--- config.mk ---
export PLATFORM = sky130hd
export DESIGN_NAME = logica_nand_seq
export DESIGN_NICKNAME = d
export VERILOG_FILES = /design/src/rtl/logica_nand_seq_pkg.sv /design/src/rtl/logica_nand_seq_nand_vetor.sv /design/src/rtl/logica_nand_seq.sv
export SDC_FILE = /design/constraint.sdc
export NUM_CORES = 1
export LEC_CHECK = 0
export ABC_AREA = 1
export CAP_MARGIN = 10
export CORE_MARGIN = 5
export CORE_UTILIZATION = 35
export DETAILED_ROUTE_END_ITERATION = 10
export HOLD_SLACK_MARGIN = 0.1
export PLACE_DENSITY = 0.62
export SLEW_MARGIN = 20
export SYNTH_ARGS = -nofsm -noshare
export SYNTH_HDL_FRONTEND = slang
export SYNTH_SLANG_ARGS = --single-unit
--- constraint.sdc ---
create_clock -name clk -period 3.97 [get_ports clk]
set_clock_uncertainty 0.15 [all_clocks]
set_input_delay 0.9925 -clock clk [delete_from_list [all_inputs] [get_ports clk]]
set_output_delay 0.9925 -clock clk [all_outputs]
set_load 0.02 [all_outputs]
--- src/rtl/logica_nand_seq_pkg.sv ---
// Shared definitions for the NAND-sequenced logic unit: opcodes, FSM states,
// mux source/destination codes and the per-opcode pass count.
package logica_nand_seq_pkg;

    typedef enum logic [2:0] {
        OP_NAND  = 3'b000,
        OP_AND   = 3'b001,
        OP_OR    = 3'b010,
        OP_NOR   = 3'b011,
        OP_XOR   = 3'b100,
        OP_XNOR  = 3'b101,
        OP_NOT   = 3'b110,
        OP_PASSA = 3'b111
    } op_t;

    typedef enum logic {
        OCIOSO = 1'b0,
        CALC   = 1'b1
    } estado_t;

    typedef enum logic [2:0] {
        SRC_A = 3'd0,
        SRC_B = 3'd1,
        SRC_T = 3'd2,
        SRC_U = 3'd3,
        SRC_V = 3'd4
    } src_t;

    typedef enum logic [1:0] {
        DST_T = 2'd0,
        DST_U = 2'd1,
        DST_V = 2'd2,
        DST_R = 2'd3
    } dst_t;

    function automatic logic [2:0] n_passos(input op_t op);
        logic [2:0] n;
        case (op)
            OP_NAND:  n = 3'd1;
            OP_AND:   n = 3'd2;
            OP_OR:    n = 3'd3;
            OP_NOR:   n = 3'd4;
            OP_XOR:   n = 3'd4;
            OP_XNOR:  n = 3'd5;
            OP_NOT:   n = 3'd1;
            default:  n = 3'd2;
        endcase
        return n;
    endfunction

endpackage

--- src/rtl/logica_nand_seq_nand_vetor.sv ---
// Shared combinational NAND array; the only logic gate the sequencer uses.
module nand_vetor #(
    parameter int LARGURA = 16
) (
    input  logic [LARGURA-1:0] X,
    input  logic [LARGURA-1:0] Y,
    output logic [LARGURA-1:0] Z
);

    assign Z = ~(X & Y);

endmodule

--- src/rtl/logica_nand_seq.sv ---
// Multi-cycle logic unit: decomposes eight bitwise operations into 1-5 passes
// through a single NAND array, using scratch registers T/U/V between passes.
module logica_nand_seq
    import logica_nand_seq_pkg::*;
#(
    parameter int LARGURA = 16
) (
    input  logic               clk,
    input  logic               rst,
    input  logic               inicio,
    input  logic [2:0]         op,
    input  logic [LARGURA-1:0] A,
    input  logic [LARGURA-1:0] B,
    output logic               ocupado,
    output logic               pronto,
    output logic [LARGURA-1:0] RESULTADO
);

    estado_t            estado, estado_next;
    logic [2:0]         passo, passo_next;
    logic               pronto_next;
    logic               aceita;
    logic               ultimo;
    op_t                op_reg;
    logic [LARGURA-1:0] a_reg, b_reg;
    logic [LARGURA-1:0] t_reg, u_reg, v_reg;
    src_t               sel_x, sel_y;
    dst_t               dst;
    logic [LARGURA-1:0] x_val, y_val, z_val;

    assign ocupado = (estado == CALC);
    assign ultimo  = (passo == n_passos(op_reg));

    // Schedule table: every opcode writes a scratch register before reading it,
    // so T/U/V never need clearing between operations.
    always_comb begin
        sel_x = SRC_A;
        sel_y = SRC_B;
        dst   = DST_R;
        case (op_reg)
            OP_AND, OP_PASSA: begin
                if (op_reg == OP_PASSA) sel_y = SRC_A;
                if (passo == 3'd1) begin
                    dst = DST_T;
                end else begin
                    sel_x = SRC_T;
                    sel_y = SRC_T;
                end
            end
            OP_OR, OP_NOR: begin
                case (passo)
                    3'd1: begin sel_y = SRC_A; dst = DST_T; end
                    3'd2: begin sel_x = SRC_B; dst = DST_U; end
                    3'd3: begin
                        sel_x = SRC_T;
                        sel_y = SRC_U;
                        dst   = (op_reg == OP_NOR) ? DST_V : DST_R;
                    end
                    default: begin sel_x = SRC_V; sel_y = SRC_V; end
                endcase
            end
            OP_XOR, OP_XNOR: begin
                case (passo)
                    3'd1: dst = DST_T;
                    3'd2: begin sel_y = SRC_T; dst = DST_U; end
                    3'd3: begin sel_x = SRC_B; sel_y = SRC_T; dst = DST_V; end
                    3'd4: begin
                        sel_x = SRC_U;
                        sel_y = SRC_V;
                        dst   = (op_reg == OP_XNOR) ? DST_T : DST_R;
                    end
                    default: begin sel_x = SRC_T; sel_y = SRC_T; end
                endcase
            end
            OP_NOT:  sel_y = SRC_A;
            default: ;
        endcase
    end

    always_comb begin
        case (sel_x)
            SRC_B:   x_val = b_reg;
            SRC_T:   x_val = t_reg;
            SRC_U:   x_val = u_reg;
            SRC_V:   x_val = v_reg;
            default: x_val = a_reg;
        endcase
        case (sel_y)
            SRC_A:   y_val = a_reg;
            SRC_T:   y_val = t_reg;
            SRC_U:   y_val = u_reg;
            SRC_V:   y_val = v_reg;
            default: y_val = b_reg;
        endcase
    end

    nand_vetor #(.LARGURA(LARGURA)) u_nand (
        .X(x_val),
        .Y(y_val),
        .Z(z_val)
    );

    always_comb begin
        estado_next = estado;
        passo_next  = passo;
        pronto_next = 1'b0;
        aceita      = 1'b0;
        case (estado)
            OCIOSO: begin
                if (inicio) begin
                    aceita      = 1'b1;
                    estado_next = CALC;
                    passo_next  = 3'd1;
                end
            end
            default: begin
                if (ultimo) begin
                    estado_next = OCIOSO;
                    passo_next  = 3'd0;
                    pronto_next = 1'b1;
                end else begin
                    passo_next = passo + 3'd1;
                end
            end
        endcase
    end

    always_ff @(posedge clk) begin
        if (rst) begin
            estado    <= OCIOSO;
            passo     <= 3'd0;
            pronto    <= 1'b0;
            RESULTADO <= '0;
            t_reg     <= '0;
            u_reg     <= '0;
            v_reg     <= '0;
        end else begin
            estado <= estado_next;
            passo  <= passo_next;
            pronto <= pronto_next;
            if (estado == CALC) begin
                case (dst)
                    DST_T:   t_reg     <= z_val;
                    DST_U:   u_reg     <= z_val;
                    DST_V:   v_reg     <= z_val;
                    default: RESULTADO <= z_val;
                endcase
            end
        end
    end

    // Operands are only meaningful once accepted, so they carry no reset.
    always_ff @(posedge clk) begin
        if (aceita && !rst) begin
            a_reg  <= A;
            b_reg  <= B;
            op_reg <= op_t'(op);
        end
    end

endmodule

After elaboration in Yosys (flattened, before gate mapping):

Index checks and enable logic that the tools add are counted.

* bitwise operators: 4
* reduce and logical (&&, ||, !) cells: 18
* $mul: 0
* $add $sub $neg: 1
* div/mod/pow operators: 0
* shift operators: 0
* muxes and demuxes: 26
* $lt $le $gt $ge: 0
* eq/ne operators: 21

Operators by type and width (count)
* 16-bit case mux with 4 select lines: 2
* 3-bit case mux with 3 select lines: 3
* 3-bit by 2-bit == test with 1-bit output (second input constant): 8
* 3-bit case mux with 4 select lines: 2
* 3-bit == test (second input constant): 7
* 2-bit case mux with 3 select lines: 3
* 16-bit bitwise AND: 1
* 16-bit inverter: 1
* 2-bit OR reduction: 7
* 3-bit 2-to-1 mux: 4
* 3-bit by 1-bit == test with 1-bit output (second input constant): 3
* 2-bit case mux with 4 select lines: 1
* 2-bit AND reduction: 4
* 1-bit 2-to-1 mux: 7
* 3-bit zero test: 2
* 2-bit 2-to-1 mux: 3
* 3-bit case mux with 2 select lines: 1
* 3-bit by 1-bit adder with 3-bit output (second input constant): 1
* 3-bit == test: 1
* 3-bit OR reduction: 1
* 2-bit by 1-bit == test with 1-bit output (second input constant): 1
* 2-bit == test (second input constant): 1
* 2-bit zero test: 1
* 1-bit inverter: 2
* other kinds (3): 3

* memories kept: 0
* output and inout port bits: 18
* memory bits (writable): 0
* ROM bits: 0
* latch bits: 0
* register bits after elaboration: 104

Logic depth before layout (Yosys ltp):

* word-level depth: 8
* gate-level depth with buffers: 17
* depth with buffers taken out: 16

Hierarchy:

Synthesis repeated with hierarchy kept, for this count alone.

* cells, all modules: 796
* area total of the unflattened synthesis: 5584.1 µm²

By module, submodules not included
* logica_nand_seq: instances 1, cells each 780, area each 5524.0 µm²
* nand_vetor: instances 1, cells each 16, area each 60.1 µm²

Worst setup path before layout:

OpenSTA, ideal clock, no wires.

* path kind: input-to-reg
* start: input rst
* end: register a_reg[0] (enable)
* setup time: 0.427 ns
* arrival: 2.846 ns
* data required time: 3.393 ns
* setup slack: 0.547 ns
* cell stages on the path: 3
* path buffers: 2
* cells stage by stage: clkbuf_1 -> clkbuf_1 -> nor2_1

* longest elaborated chain between the ends: 2

Ends and longest elaborated chain
* from (decl): line logica_nand_seq.sv:9 `input logic rst,`
* 1-bit zero test: line logica_nand_seq.sv:154 `if (aceita && !rst) begin`
* 1-bit logical AND: line logica_nand_seq.sv:154
* to (signal assigned): line logica_nand_seq.sv:155 `a_reg <= A;`
* to (decl): line logica_nand_seq.sv:25 `logic [LARGURA-1:0] a_reg, b_reg;`

No other way between the ends.
A chain may end at the register's enable or synchronous reset.

Final worst setup path:

* start: register passo[1]
* end: register RESULTADO[2]

* longest elaborated chain between the ends: 8
* elaborated cells on any way between the ends: 35
* those cells by class: eq/ne: 13; mux: 14; bitwise: 3; reduce/logical: 5

Ends and longest elaborated chain
* from (decl): line logica_nand_seq.sv:20 `logic [2:0] passo, passo_next;`
* from (signal assigned): line logica_nand_seq.sv:139 `passo <= passo_next;`
* 3-bit by 1-bit == test with 1-bit output / 3-bit by 2-bit == test with 1-bit output (equally long branches): line logica_nand_seq.sv:43, logica_nand_seq.sv:51, logica_nand_seq.sv:63
* 2-bit OR reduction (no source line)
* 2-bit case mux with 3 select lines: line logica_nand_seq.sv:63 `case (passo)`
* 3-bit case mux with 3 select lines: line logica_nand_seq.sv:40 `case (op_reg)`
* 3-bit == test (tied with other cells): line logica_nand_seq.sv:81 `case (sel_x)`
* 16-bit case mux with 4 select lines: line logica_nand_seq.sv:81
* 16-bit bitwise AND: line logica_nand_seq_nand_vetor.sv:10 `assign Z = ~(X & Y);`
* 16-bit inverter: line logica_nand_seq_nand_vetor.sv:10
* to (signal assigned): line logica_nand_seq.sv:146 `default: RESULTADO <= z_val;`
* to (decl): line logica_nand_seq.sv:16 `output logic [LARGURA-1:0] RESULTADO`

Parallel ways exist; a longest one is shown, timed or not.

==> results_dict.tcl <==
set metrics [dict create \
    p_int_uw 1750 \
    grt_max_degree 70 \
    drt-met1-wl_um 7940 \
    start_util 0.357 \
    power.share.combinational 0.188 \
    core_area_sq_um 15900 \
    cp.arrival_ns 3.13 \
    die_x_um 137 \
    post_cts_resized 0 \
    clock_power_share 0.334 \
    crit_family "simple AND/OR/NAND/NOR gates" \
    wl_met2_um 7020 \
    synthArstFlopShare 0 \
    status "finished clean" \
    htreeDepth 3 \
    globalplace.congestion 0.877 \
    r2r_setup_slack_ns 1.00 \
    synth_cell_types 28 \
    grt_pass1_wl_um 27300 \
    cts_num_sinks 104 \
    period_share 0.748 \
    synthCells 820 \
    routedWlPerCell_um 15.5 \
    die_area_sq_um 18900 \
    path_cells "ha_1, ha_1, nand2_4, nand2_2, inv_4, nand2_1, nand3_1, nand4_1, nand3_1, nand2_1, inv_1" \
    wl_met3_um 1460 \
    synth-seq-area-share 0.428 \
    max_cap_violations 0 \
    cts_tree "built" \
    clk_pin_slew_ns 0.07 \
    cp.required_ns 4.13 \
    pin_count 56 \
    dpl.hpwl_um 10700 \
    syn_area_per_cell_sq_um 6.94 \
    yosysWarnings 0 \
    synth-edff-count 35 \
    grt_pass1_vias 5099 \
    cp_slowest_cell "nand2_1" \
    fin_nets 901 \
    syn-num-nets 863 \
    swShare 0.310 \
    peakVddDrop_mv 0.189 \
    critical_path.max_stage_delay_ns 0.51 \
    place_area_sq_um 6420 \
    critPathBufInv 2 \
    most-common-layout-cells "nand2_1, nand3_1, inv_1" \
    routed_wl_um 16800 \
    finalHoldViolCount 0 \
    dr.pass1.iters 7 \
    post_cts_buffers 0 \
    final_common_cell "nand2_1" \
    port_buffers 55 \
    ys_seq_elements 104 \
    drt_iter0_markers 623 \
    area_growth_pct 17.6 \
    fin_crit_ns 2.97 \
    cts_buffers 9 \
    p_switching_uw 783 \
    top_layer "met4" \
    synth_ff_type "dfxtp_1" \
    dr_total_vias 5415 \
    crit_fanout 18 \
    drive_above_1_share 0.0672 \
    cts_hold_buf 0 \
    final_cell_area_sq_um 6690 \
    maxSlewHeadroom 0.454 \
    cts_buffer_depth 2 \
    cellLeakagePower_uw 0.00305 \
    tightestPinTransition_ns 0.819 \
    start_kind "flip-flop" \
    hp-class "flip-flop to flip-flop" \
    setup_tns_ns 0 \
    power_density_nw_per_um2 378 \
    setup_viol 0 \
    fmax_ghz 0.337 \
    netlist_area_sq_um 5690 \
    vias_per_cell 5.02 \
    ant_nets 0 \
    diodes 0 \
    clk_latency_ns 0.36 \
    p_seq_frac 0.478 \
    overflow 0 \
    rsz0062_at_grt "no" \
    critPathCaptureType "flip-flop" \
    crit_type "flip-flop to flip-flop" \
    grt_use_total 0.187 \
    die_h_um 137 \
    cts_root_buf "clkbuf_16" \
    drc 0 \
    antenna_found_initial 0 \
    slew_viol_final 0 \
    rows 46 \
]
[per-layer routing]
metal	vias up	track usage
li1	2729	-
met1	2377	0.277
met2	277	0.270
met3	32	0.0303
met4	0	0.0748
met5	-	0
[worst min-delay path, stage by stage, from the launching register on]
cell and delay [ns]:
dfxtp_1 0.35, nand2_1 0.08, a21oi_1 0.05
[cells by family after synthesis]
kind of cell,synth area share
compound gates,0.0702
xor+xnor,0.00308
fa+ha+maj,0.0110
buf+inv,0.124
flops,0.428
simple gates,0.364
[cells in the mapped netlist (2+ instances only)]
library cell / number / area share
nor2_1: 72 / 0.048
inv_2: 8 / 0.0053
ha_1: 5 / 0.011
nor2_2: 3 / 0.0033
nand3_1: 151 / 0.13
buf_1: 5 / 0.0033
nand4_1: 33 / 0.036
dfxtp_1: 69 / 0.24
edfxtp_1: 35 / 0.18
xor2_1: 2 / 0.0031
buf_2: 18 / 0.016
nand2_2: 5 / 0.0055
nand2_1: 178 / 0.12
inv_1: 128 / 0.084
buf_4: 4 / 0.0053
nand2_4: 4 / 0.0079
clkbuf_1: 13 / 0.0086
nand3_2: 5 / 0.0088
a21oi_1: 69 / 0.061
o21ai_0: 5 / 0.0044
[worst paths after layout]
check | start | endpoint | cells past startpoint
max reg2reg | passo[1]$_SDFFE_PP0P_ | RESULTADO[2]$_SDFFE_PP0P_ | 11
max | passo[1]$_SDFFE_PP0P_ | RESULTADO[2]$_SDFFE_PP0P_ | 11
min | passo[1]$_SDFFE_PP0P_ | passo[1]$_SDFFE_PP0P_ | 2
min reg2reg | passo[1]$_SDFFE_PP0P_ | passo[1]$_SDFFE_PP0P_ | 2
[power groups by stage]
stage / Combinational (uW) / Sequential, uW / Clock [uW]
floorplan: 290 / 1230 / 0
global placement: 470 / 1230 / 0
detailed placement: 470 / 1230 / 0
CTS: 470 / 1210 / 862
global route: 526 / 1220 / 911
finish: 476 / 1210 / 844
[stage by stage]
step / std cells / power (uW) / hold slack, ns / util / setup slack [ns]
2_1_floorplan: 820 / 1520 / 0.338 / - / 0.547
3_3_place_gp: 1063 / 1700 / 0.357 / 0.403 / 1.09
3_5_place_dp: 1063 / 1700 / 0.360 / 0.403 / 1.12
4_1_cts: 1079 / 2540 / 0.371 / 0.420 / 1.10
5_1_grt: 1079 / 2650 / 0.406 / 0.420 / 0.848
6_report: 1079 / 2530 / 0.373 / 0.420 / 1.00
[final cells by class]
class,instances,area (sq um)
Inverter,137,517
Fill cell,1632,9250
Clock buffer,9,225
Sequential cell,104,2430
Clock inverter,7,47.5
Timing Repair Buffer,67,636
Tap cell,216,270
Multi-Input combinational cell,539,2560
Note: power is estimated with default switching activity, not from simulation.
